### config.mk
export PLATFORM = sky130hd
export DESIGN_NAME = aram_bus_arbiter_flat
export DESIGN_NICKNAME = d
export VERILOG_FILES = /design/src/rtl/aram_bus_arbiter_if.sv /design/src/rtl/aram_bus_arbiter.sv /design/src/flat_wrapper.sv
export SDC_FILE = /design/constraint.sdc
export NUM_CORES = 1
export LEC_CHECK = 0
export ABC_AREA = 1
export CAP_MARGIN = 20
export CORE_UTILIZATION = 40
export CTS_BUF_LIST = sky130_fd_sc_hd__clkbuf_8
export CTS_CLUSTER_DIAMETER = 120
export DETAILED_ROUTE_END_ITERATION = 7
export PLACE_DENSITY_LB_ADDON = 0.08
export SYNTH_ARGS = -nofsm -noshare
export SYNTH_HDL_FRONTEND = slang
export SYNTH_SLANG_ARGS = --single-unit
### constraint.sdc
create_clock -name clock -period 1.6 [get_ports clock]
set_input_delay 0.16 -clock clock [delete_from_list [all_inputs] [get_ports clock]]
set_output_delay 0.16 -clock clock [all_outputs]
set_load 0.02 [all_outputs]
### src/rtl/aram_bus_arbiter_if.sv
// Bundles the CPU and DSP request ports, the RAM-side port and the grant indication of the audio RAM arbiter.
// The slave modport is the arbiter's view; the master modport is the view of the requesters and the RAM.
interface aram_bus_arbiter_if #(
   parameter int ADDR_WIDTH = 16,
   parameter int DATA_WIDTH = 8
) ();
   logic                  cpu_req;
   logic                  cpu_we;
   logic [ADDR_WIDTH-1:0] cpu_addr;
   logic [DATA_WIDTH-1:0] cpu_wdata;
   logic                  cpu_ack;
   logic [DATA_WIDTH-1:0] cpu_rdata;

   logic                  dsp_req;
   logic                  dsp_we;
   logic [ADDR_WIDTH-1:0] dsp_addr;
   logic [DATA_WIDTH-1:0] dsp_wdata;
   logic                  dsp_ack;
   logic [DATA_WIDTH-1:0] dsp_rdata;

   logic [ADDR_WIDTH-1:0] ram_address;
   logic [DATA_WIDTH-1:0] ram_data_in;
   logic                  ram_write_enable;
   logic [DATA_WIDTH-1:0] ram_data_out;

   logic [1:0]            grant;

   modport slave (
      input  cpu_req, cpu_we, cpu_addr, cpu_wdata,
      output cpu_ack, cpu_rdata,
      input  dsp_req, dsp_we, dsp_addr, dsp_wdata,
      output dsp_ack, dsp_rdata,
      output ram_address, ram_data_in, ram_write_enable,
      input  ram_data_out,
      output grant
   );

   modport master (
      output cpu_req, cpu_we, cpu_addr, cpu_wdata,
      input  cpu_ack, cpu_rdata,
      output dsp_req, dsp_we, dsp_addr, dsp_wdata,
      input  dsp_ack, dsp_rdata,
      input  ram_address, ram_data_in, ram_write_enable,
      output ram_data_out,
      input  grant
   );
endinterface

### src/rtl/aram_bus_arbiter.sv
// Shares the single-port audio RAM between the CPU and the DSP: one registered access cycle per grant,
// DSP has fixed priority, and a starvation counter lets the CPU win after STARVE_LIMIT consecutive losses.
module aram_bus_arbiter #(
   parameter int ADDR_WIDTH   = 16,
   parameter int DATA_WIDTH   = 8,
   parameter int STARVE_LIMIT = 4
) (
   input  logic clock,
   input  logic reset,
   aram_bus_arbiter_if.slave bus
);
   typedef enum logic {S_IDLE, S_ACCESS} state_e;

   localparam logic [1:0] G_NONE    = 2'b00;
   localparam logic [1:0] G_CPU     = 2'b01;
   localparam logic [1:0] G_DSP     = 2'b10;
   localparam logic [3:0] STARVE_LIM = 4'(STARVE_LIMIT);

   state_e                state_q, state_d;
   logic [1:0]            grant_q, grant_d;
   logic [ADDR_WIDTH-1:0] addr_q, addr_d;
   logic [DATA_WIDTH-1:0] wdata_q, wdata_d;
   logic                  we_q, we_d;
   logic                  cpu_ack_q, cpu_ack_d;
   logic                  dsp_ack_q, dsp_ack_d;
   logic [DATA_WIDTH-1:0] cpu_rdata_q, cpu_rdata_d;
   logic [DATA_WIDTH-1:0] dsp_rdata_q, dsp_rdata_d;
   logic [3:0]            starve_q, starve_d;

   logic cpu_elig, dsp_elig, cpu_wins, dsp_wins;

   always_comb begin
      state_d     = state_q;
      grant_d     = grant_q;
      addr_d      = addr_q;
      wdata_d     = wdata_q;
      we_d        = we_q;
      cpu_ack_d   = 1'b0;
      dsp_ack_d   = 1'b0;
      cpu_rdata_d = cpu_rdata_q;
      dsp_rdata_d = dsp_rdata_q;
      starve_d    = starve_q;

      // The requester completing this cycle still shows its old req, so it cannot win this edge.
      cpu_elig = bus.cpu_req && !(state_q == S_ACCESS && grant_q == G_CPU);
      dsp_elig = bus.dsp_req && !(state_q == S_ACCESS && grant_q == G_DSP);
      cpu_wins = cpu_elig && (!dsp_elig || starve_q >= STARVE_LIM);
      dsp_wins = dsp_elig && !cpu_wins;

      if (state_q == S_ACCESS) begin
         if (grant_q == G_CPU) begin
            cpu_ack_d = 1'b1;
            if (!we_q) cpu_rdata_d = bus.ram_data_out;
         end else if (grant_q == G_DSP) begin
            dsp_ack_d = 1'b1;
            if (!we_q) dsp_rdata_d = bus.ram_data_out;
         end
      end

      if (!bus.cpu_req || cpu_wins) begin
         starve_d = 4'd0;
      end else if (dsp_wins && cpu_elig && starve_q != 4'hF) begin
         starve_d = starve_q + 4'd1;
      end

      if (cpu_wins) begin
         state_d = S_ACCESS;
         grant_d = G_CPU;
         addr_d  = bus.cpu_addr;
         wdata_d = bus.cpu_wdata;
         we_d    = bus.cpu_we;
      end else if (dsp_wins) begin
         state_d = S_ACCESS;
         grant_d = G_DSP;
         addr_d  = bus.dsp_addr;
         wdata_d = bus.dsp_wdata;
         we_d    = bus.dsp_we;
      end else begin
         // Address and write data hold so the RAM input stays quiet while idle.
         state_d = S_IDLE;
         grant_d = G_NONE;
         we_d    = 1'b0;
      end
   end

   always_ff @(posedge clock) begin
      if (reset) begin
         state_q     <= S_IDLE;
         grant_q     <= G_NONE;
         addr_q      <= '0;
         wdata_q     <= '0;
         we_q        <= 1'b0;
         cpu_ack_q   <= 1'b0;
         dsp_ack_q   <= 1'b0;
         cpu_rdata_q <= '0;
         dsp_rdata_q <= '0;
         starve_q    <= 4'd0;
      end else begin
         state_q     <= state_d;
         grant_q     <= grant_d;
         addr_q      <= addr_d;
         wdata_q     <= wdata_d;
         we_q        <= we_d;
         cpu_ack_q   <= cpu_ack_d;
         dsp_ack_q   <= dsp_ack_d;
         cpu_rdata_q <= cpu_rdata_d;
         dsp_rdata_q <= dsp_rdata_d;
         starve_q    <= starve_d;
      end
   end

   assign bus.cpu_ack          = cpu_ack_q;
   assign bus.cpu_rdata        = cpu_rdata_q;
   assign bus.dsp_ack          = dsp_ack_q;
   assign bus.dsp_rdata        = dsp_rdata_q;
   assign bus.ram_address      = addr_q;
   assign bus.ram_data_in      = wdata_q;
   assign bus.ram_write_enable = we_q;
   assign bus.grant            = grant_q;
endmodule

### src/flat_wrapper.sv
// flat-port wrapper written by rule: the top's interface ports become plain ports
module aram_bus_arbiter_flat 
#(
   parameter int ADDR_WIDTH   = 16,
   parameter int DATA_WIDTH   = 8,
   parameter int STARVE_LIMIT = 4
)
  (clock, reset, bus_cpu_req, bus_cpu_we, bus_cpu_addr, bus_cpu_wdata, bus_cpu_ack, bus_cpu_rdata, bus_dsp_req, bus_dsp_we, bus_dsp_addr, bus_dsp_wdata, bus_dsp_ack, bus_dsp_rdata, bus_ram_address, bus_ram_data_in, bus_ram_write_enable, bus_ram_data_out, bus_grant);
  aram_bus_arbiter_if #(.ADDR_WIDTH(ADDR_WIDTH), .DATA_WIDTH(DATA_WIDTH)) bus_i ();
  input  logic clock;
  input  logic reset;
  input wire logic [$bits(bus_i.cpu_req)-1:0] bus_cpu_req;
  input wire logic [$bits(bus_i.cpu_we)-1:0] bus_cpu_we;
  input wire logic [$bits(bus_i.cpu_addr)-1:0] bus_cpu_addr;
  input wire logic [$bits(bus_i.cpu_wdata)-1:0] bus_cpu_wdata;
  output wire logic [$bits(bus_i.cpu_ack)-1:0] bus_cpu_ack;
  output wire logic [$bits(bus_i.cpu_rdata)-1:0] bus_cpu_rdata;
  input wire logic [$bits(bus_i.dsp_req)-1:0] bus_dsp_req;
  input wire logic [$bits(bus_i.dsp_we)-1:0] bus_dsp_we;
  input wire logic [$bits(bus_i.dsp_addr)-1:0] bus_dsp_addr;
  input wire logic [$bits(bus_i.dsp_wdata)-1:0] bus_dsp_wdata;
  output wire logic [$bits(bus_i.dsp_ack)-1:0] bus_dsp_ack;
  output wire logic [$bits(bus_i.dsp_rdata)-1:0] bus_dsp_rdata;
  output wire logic [$bits(bus_i.ram_address)-1:0] bus_ram_address;
  output wire logic [$bits(bus_i.ram_data_in)-1:0] bus_ram_data_in;
  output wire logic [$bits(bus_i.ram_write_enable)-1:0] bus_ram_write_enable;
  input wire logic [$bits(bus_i.ram_data_out)-1:0] bus_ram_data_out;
  output wire logic [$bits(bus_i.grant)-1:0] bus_grant;
  assign bus_i.cpu_req = bus_cpu_req;
  assign bus_i.cpu_we = bus_cpu_we;
  assign bus_i.cpu_addr = bus_cpu_addr;
  assign bus_i.cpu_wdata = bus_cpu_wdata;
  assign bus_cpu_ack = bus_i.cpu_ack;
  assign bus_cpu_rdata = bus_i.cpu_rdata;
  assign bus_i.dsp_req = bus_dsp_req;
  assign bus_i.dsp_we = bus_dsp_we;
  assign bus_i.dsp_addr = bus_dsp_addr;
  assign bus_i.dsp_wdata = bus_dsp_wdata;
  assign bus_dsp_ack = bus_i.dsp_ack;
  assign bus_dsp_rdata = bus_i.dsp_rdata;
  assign bus_ram_address = bus_i.ram_address;
  assign bus_ram_data_in = bus_i.ram_data_in;
  assign bus_ram_write_enable = bus_i.ram_write_enable;
  assign bus_i.ram_data_out = bus_ram_data_out;
  assign bus_grant = bus_i.grant;
  aram_bus_arbiter #(.ADDR_WIDTH(ADDR_WIDTH), .DATA_WIDTH(DATA_WIDTH), .STARVE_LIMIT(STARVE_LIMIT)) u_core (.clock(clock), .reset(reset), .bus(bus_i));
endmodule
==> summary.md <==
| Metric | Value |
|---|---|
| Status | `completed` |
| Synth unique cells | `22` |
| Post-CTS Hold Fix Bufs | `0` |
| Area share of the largest cell type after synthesis | `45.4%` |
| YS warnings | `0` |
| Largest cells by area after synthesis | `sky130_fd_sc_hd__dfxtp_1 (45%), sky130_fd_sc_hd__nand3b_1 (8.2%), sky130_fd_sc_hd__nand4_1 (7.7%), sky130_fd_sc_hd__nor2_1 (6.6%), sky130_fd_sc_hd__a21oi_1 (6.1%)` |
| Top Usage Layer GRT | `met2` |
| Max-capacitance violation count | `0` |
| Insertion delay to the later sink of the worst-skew pair | `0.30 ns` |
| Net count after synthesis | `342` |
| Ports | `107` |
| Standard cell with the maximum stage delay on the critical path | `sky130_fd_sc_hd__clkdlybuf4s50_1` |
| Clock tree from TritonCTS | `done` |
| Mapped cell area | `2210 µm²` |
| Standby leakage power | `1.34 nW` |
| Die Wd | `76.3 µm` |
| Number of cells produced by synthesis | `279` |
| Dominant cell by count in the synthesized netlist | `sky130_fd_sc_hd__dfxtp_1` |
| Proportion of layout cells with a drive suffix above 1 | `7.77%` |
| Critical path capture point type | `output pin` |
| Combined buffer and inverter count along the critical path | `1` |
| Max Transition Viols Final | `0` |
| Clock-pin slew on the worst setup and hold paths | `0.10 ns` |
| Maximum number of pins on one net before global-route repair | `49` |
| Worst Path Arrival | `1.29 ns` |
| Global-route met2 utilization | `35.7%` |
| Maximum cell stage delay along the critical path | `0.63 ns` |
| Worst Path Max Fanout | `3` |
| Final Hold Fails | `0` |
| Initial core utilization | `42.4%` |
| Overall power after layout | `0.00294 W` |
| Met3 usage | `6.23%` |
| Final setup violation count | `0` |
| Area inside the core boundary | `5200 µm²` |
| Highest clock rate | `688 MHz` |
| Number of gates resized after cts | `0` |
| Via/cell ratio | `5.10` |
| Worst rel slew slack | `81.3%` |
| Peak VDD IR | `0.000523 V` |
| Detailed placement HPWL | `4170 µm` |
| Die Outline Area | `5820 µm²` |
| Startpoint kind of the worst setup timing path | `register` |
| Detailed router's first-iteration violation count | `78` |
| Minimum clock period after layout | `1.45 ns` |
| Number of global-route vias before repair | `2136` |
| Length of the first detailed-routing pass in iterations | `6` |
| Cell-by-cell trace of the critical path | `clkdlybuf4s50_1` |
| Seq cells post-synth | `50` |
| Die boundary height | `76.3 µm` |
| Part of the Yosys area used for sequential elements | `45.4%` |
| Gp weighted congestion | `0.791` |
| Post-synth EDFFs | `0` |
| Growth of design area from synthesis to finish | `57.9%` |
| Mean instance size in the synthesized netlist | `7.91 µm²` |
| Final wirelength | `5960 µm` |
| Clock buffer count from CTS | `5` |
| Biggest area consumer among synthesized cells | `sky130_fd_sc_hd__dfxtp_1` |
| Worst endpoint required time | `1.44 ns` |
| Total Routing Usage GR | `19.9%` |
| Setup repair after global routing missed its margin | `no` |
| DRC violations left | `0` |
| Buffers on Ports | `106` |
| # fillers | `478` |
| Average routed wire per standard cell | `13.1 µm` |
| Post-CTS setup-driven buffer insertion count | `0` |
| Worst Max-Slew Pin Slew | `0.279 ns` |
| Layout net count | `448` |
| Tightest Hold Check Type | `input port to register` |
| Class of the most critical setup path | `register to output pin` |
| First-pass GRT wire length | `9460 µm` |
| Antenna cells | `0` |
| TNS Setup | `0 ns` |
| Max H-tree Level | `2` |
| Kind of cell with the highest combined delay on the critical path | `buffers and inverters` |
| Maximum clock insertion buffer count | `2` |
| Routed Antenna Nets | `0` |
| Final global-route overflow total | `0` |
| Cell Pwr Density | `843 nW/µm²` |
| Most used standard cells in the synthesized netlist | `sky130_fd_sc_hd__dfxtp_1 (50), sky130_fd_sc_hd__nor2_1 (39), sky130_fd_sc_hd__nand2_1 (30), sky130_fd_sc_hd__a21oi_1 (27), sky130_fd_sc_hd__nand4_1 (27)` |
| Clk Tree Root Cell | `sky130_fd_sc_hd__clkbuf_8` |
| Setup skew after layout | `0.0121 ns` |
| Most used DFF post-synth | `sky130_fd_sc_hd__dfxtp_1` |
| Number of standard-cell rows in the floorplan | `26` |
| Clock sink count | `50` |
| Proportion of register bits with asynchronous set or reset after synthesis | `0%` |
| Total vias in the final route | `2324` |
| Met1 track demand over resource | `22.3%` |
| Number of antenna violations at the first check in global routing | `0` |
| Period utilization | `90.9%` |
[power by group]
part | switching [W] | internal (W) | leakage, nW
logic | 0.000320 | 0.000351 | 0.875
registers | 0.0000425 | 0.00132 | 0.411
clock network | 0.000437 | 0.000466 | 0.0504
total | 0.000800 | 0.00214 | 1.34
[path summary, 6_finish.rpt]
kind | start | to | slack [ns] | cells past startpoint
hold reg to reg | u_core.starve_q[3]$_SDFFE_PP0P_ | u_core.starve_q[3]$_SDFFE_PP0P_ | 0.47 | 2
hold / removal | bus_cpu_we | u_core.bus.ram_write_enable$_SDFF_PP0_ | 0.43 | 3
setup reg to reg | u_core.bus.grant[1]$_SDFF_PP0_ | u_core.bus.ram_address[0]$_SDFFE_PP0P_ | 0.29 | 8
setup / recovery | u_core.bus.grant[1]$_SDFF_PP0_ | bus_grant[1] | 0.15 | 1
[cell type report]
type                            count  area [µm²]  area share [%]
Clock buffer                        5        68.8            1.97
Clock inverter                      3        45.0            1.29
Timing Repair Buffer              119        1180            34.0
Multi-Input combinational cell    199        1060            30.4
Inverter                           10        37.5            1.08
Tap cell                           70        87.6            2.51
Sequential cell                    50        1000            28.7
[placed cells by master, fill, tap and decap left out]
cell type | Yosys | layout
sky130_fd_sc_hd__ha_1 | 1 | 1
sky130_fd_sc_hd__inv_2 | 1 | 1
sky130_fd_sc_hd__clkinvlp_4 | 0 | 2
sky130_fd_sc_hd__dfxtp_1 | 50 | 50
sky130_fd_sc_hd__bufinv_16 | 0 | 1
sky130_fd_sc_hd__nand3b_1 | 24 | 24
sky130_fd_sc_hd__nand2_2 | 1 | 1
sky130_fd_sc_hd__nand2_4 | 2 | 2
sky130_fd_sc_hd__nand2_1 | 30 | 30
sky130_fd_sc_hd__o21ai_0 | 18 | 18
sky130_fd_sc_hd__nand3_1 | 2 | 2
sky130_fd_sc_hd__clkdlybuf4s50_1 | 0 | 106
sky130_fd_sc_hd__clkbuf_8 | 0 | 5
sky130_fd_sc_hd__nor2_4 | 1 | 1
sky130_fd_sc_hd__xor2_1 | 1 | 1
sky130_fd_sc_hd__o21ai_1 | 22 | 22
sky130_fd_sc_hd__buf_4 | 3 | 11
sky130_fd_sc_hd__nand4_1 | 27 | 27
sky130_fd_sc_hd__a21oi_1 | 27 | 27
sky130_fd_sc_hd__a21oi_4 | 1 | 1
sky130_fd_sc_hd__nand3_2 | 3 | 3
sky130_fd_sc_hd__nor2_1 | 39 | 39
sky130_fd_sc_hd__inv_1 | 9 | 9
sky130_fd_sc_hd__buf_12 | 0 | 2
[worst register-to-register path: cells and delay by family (launching register included)]
kind	cells	cell delay, ns
AO/OA/AOI/OAI	1	0.06
buffers and inverters	3	0.42
flip-flops	1	0.37
AND/OR/NAND/NOR	4	0.36
[layer usage]
| metal | up-vias | routed length, µm | part of all wire, % |
|---|---|---|---|
| li1 | 1178 | - | - |
| met1 | 1065 | 2560 | 43 |
| met2 | 73 | 2920 | 49 |
| met3 | 8 | 380 | 6.4 |
| met4 | 0 | 102 | 1.7 |
| met5 | - | 0 | 0 |
[per-stage QoR]
step	cells	setup WS (ns)	instance area (µm²)	util, %	hold WS, ns
floorplan	279	0.242	2210	-	0.232
finish	456	0.146	3480	66.9	0.429
global placement	448	0.120	3370	64.8	0.456
CTS	456	0.138	3480	66.9	0.432
detailed placement	448	0.104	3370	64.8	0.457
global route	456	0.0943	3480	66.9	0.447
[registers in the layout, summed over array words and instances (netlist names)]
signal	flops
u_core.bus.grant	2
u_core.bus.cpu_ack	1
u_core.bus.dsp_ack	1
u_core.bus.ram_write_enable	1
u_core.bus.ram_address	16
u_core.bus.ram_data_in	8
u_core.starve_q	4
u_core.state_q	1
u_core.bus.dsp_rdata	8
u_core.bus.cpu_rdata	8
[kinds of logic (layout without fill, tap and decap cells)]
group	count (synthesis)	after routing	share of synthesized area, %
xor+xnor	1	1	0.397
buf+inv	30	137	6.58
flops	50	50	45.4
compound gates	68	68	15.9
simple gates	129	129	31.2
fa+ha+maj	1	1	0.567
Power figures use the tool's default switching activity.
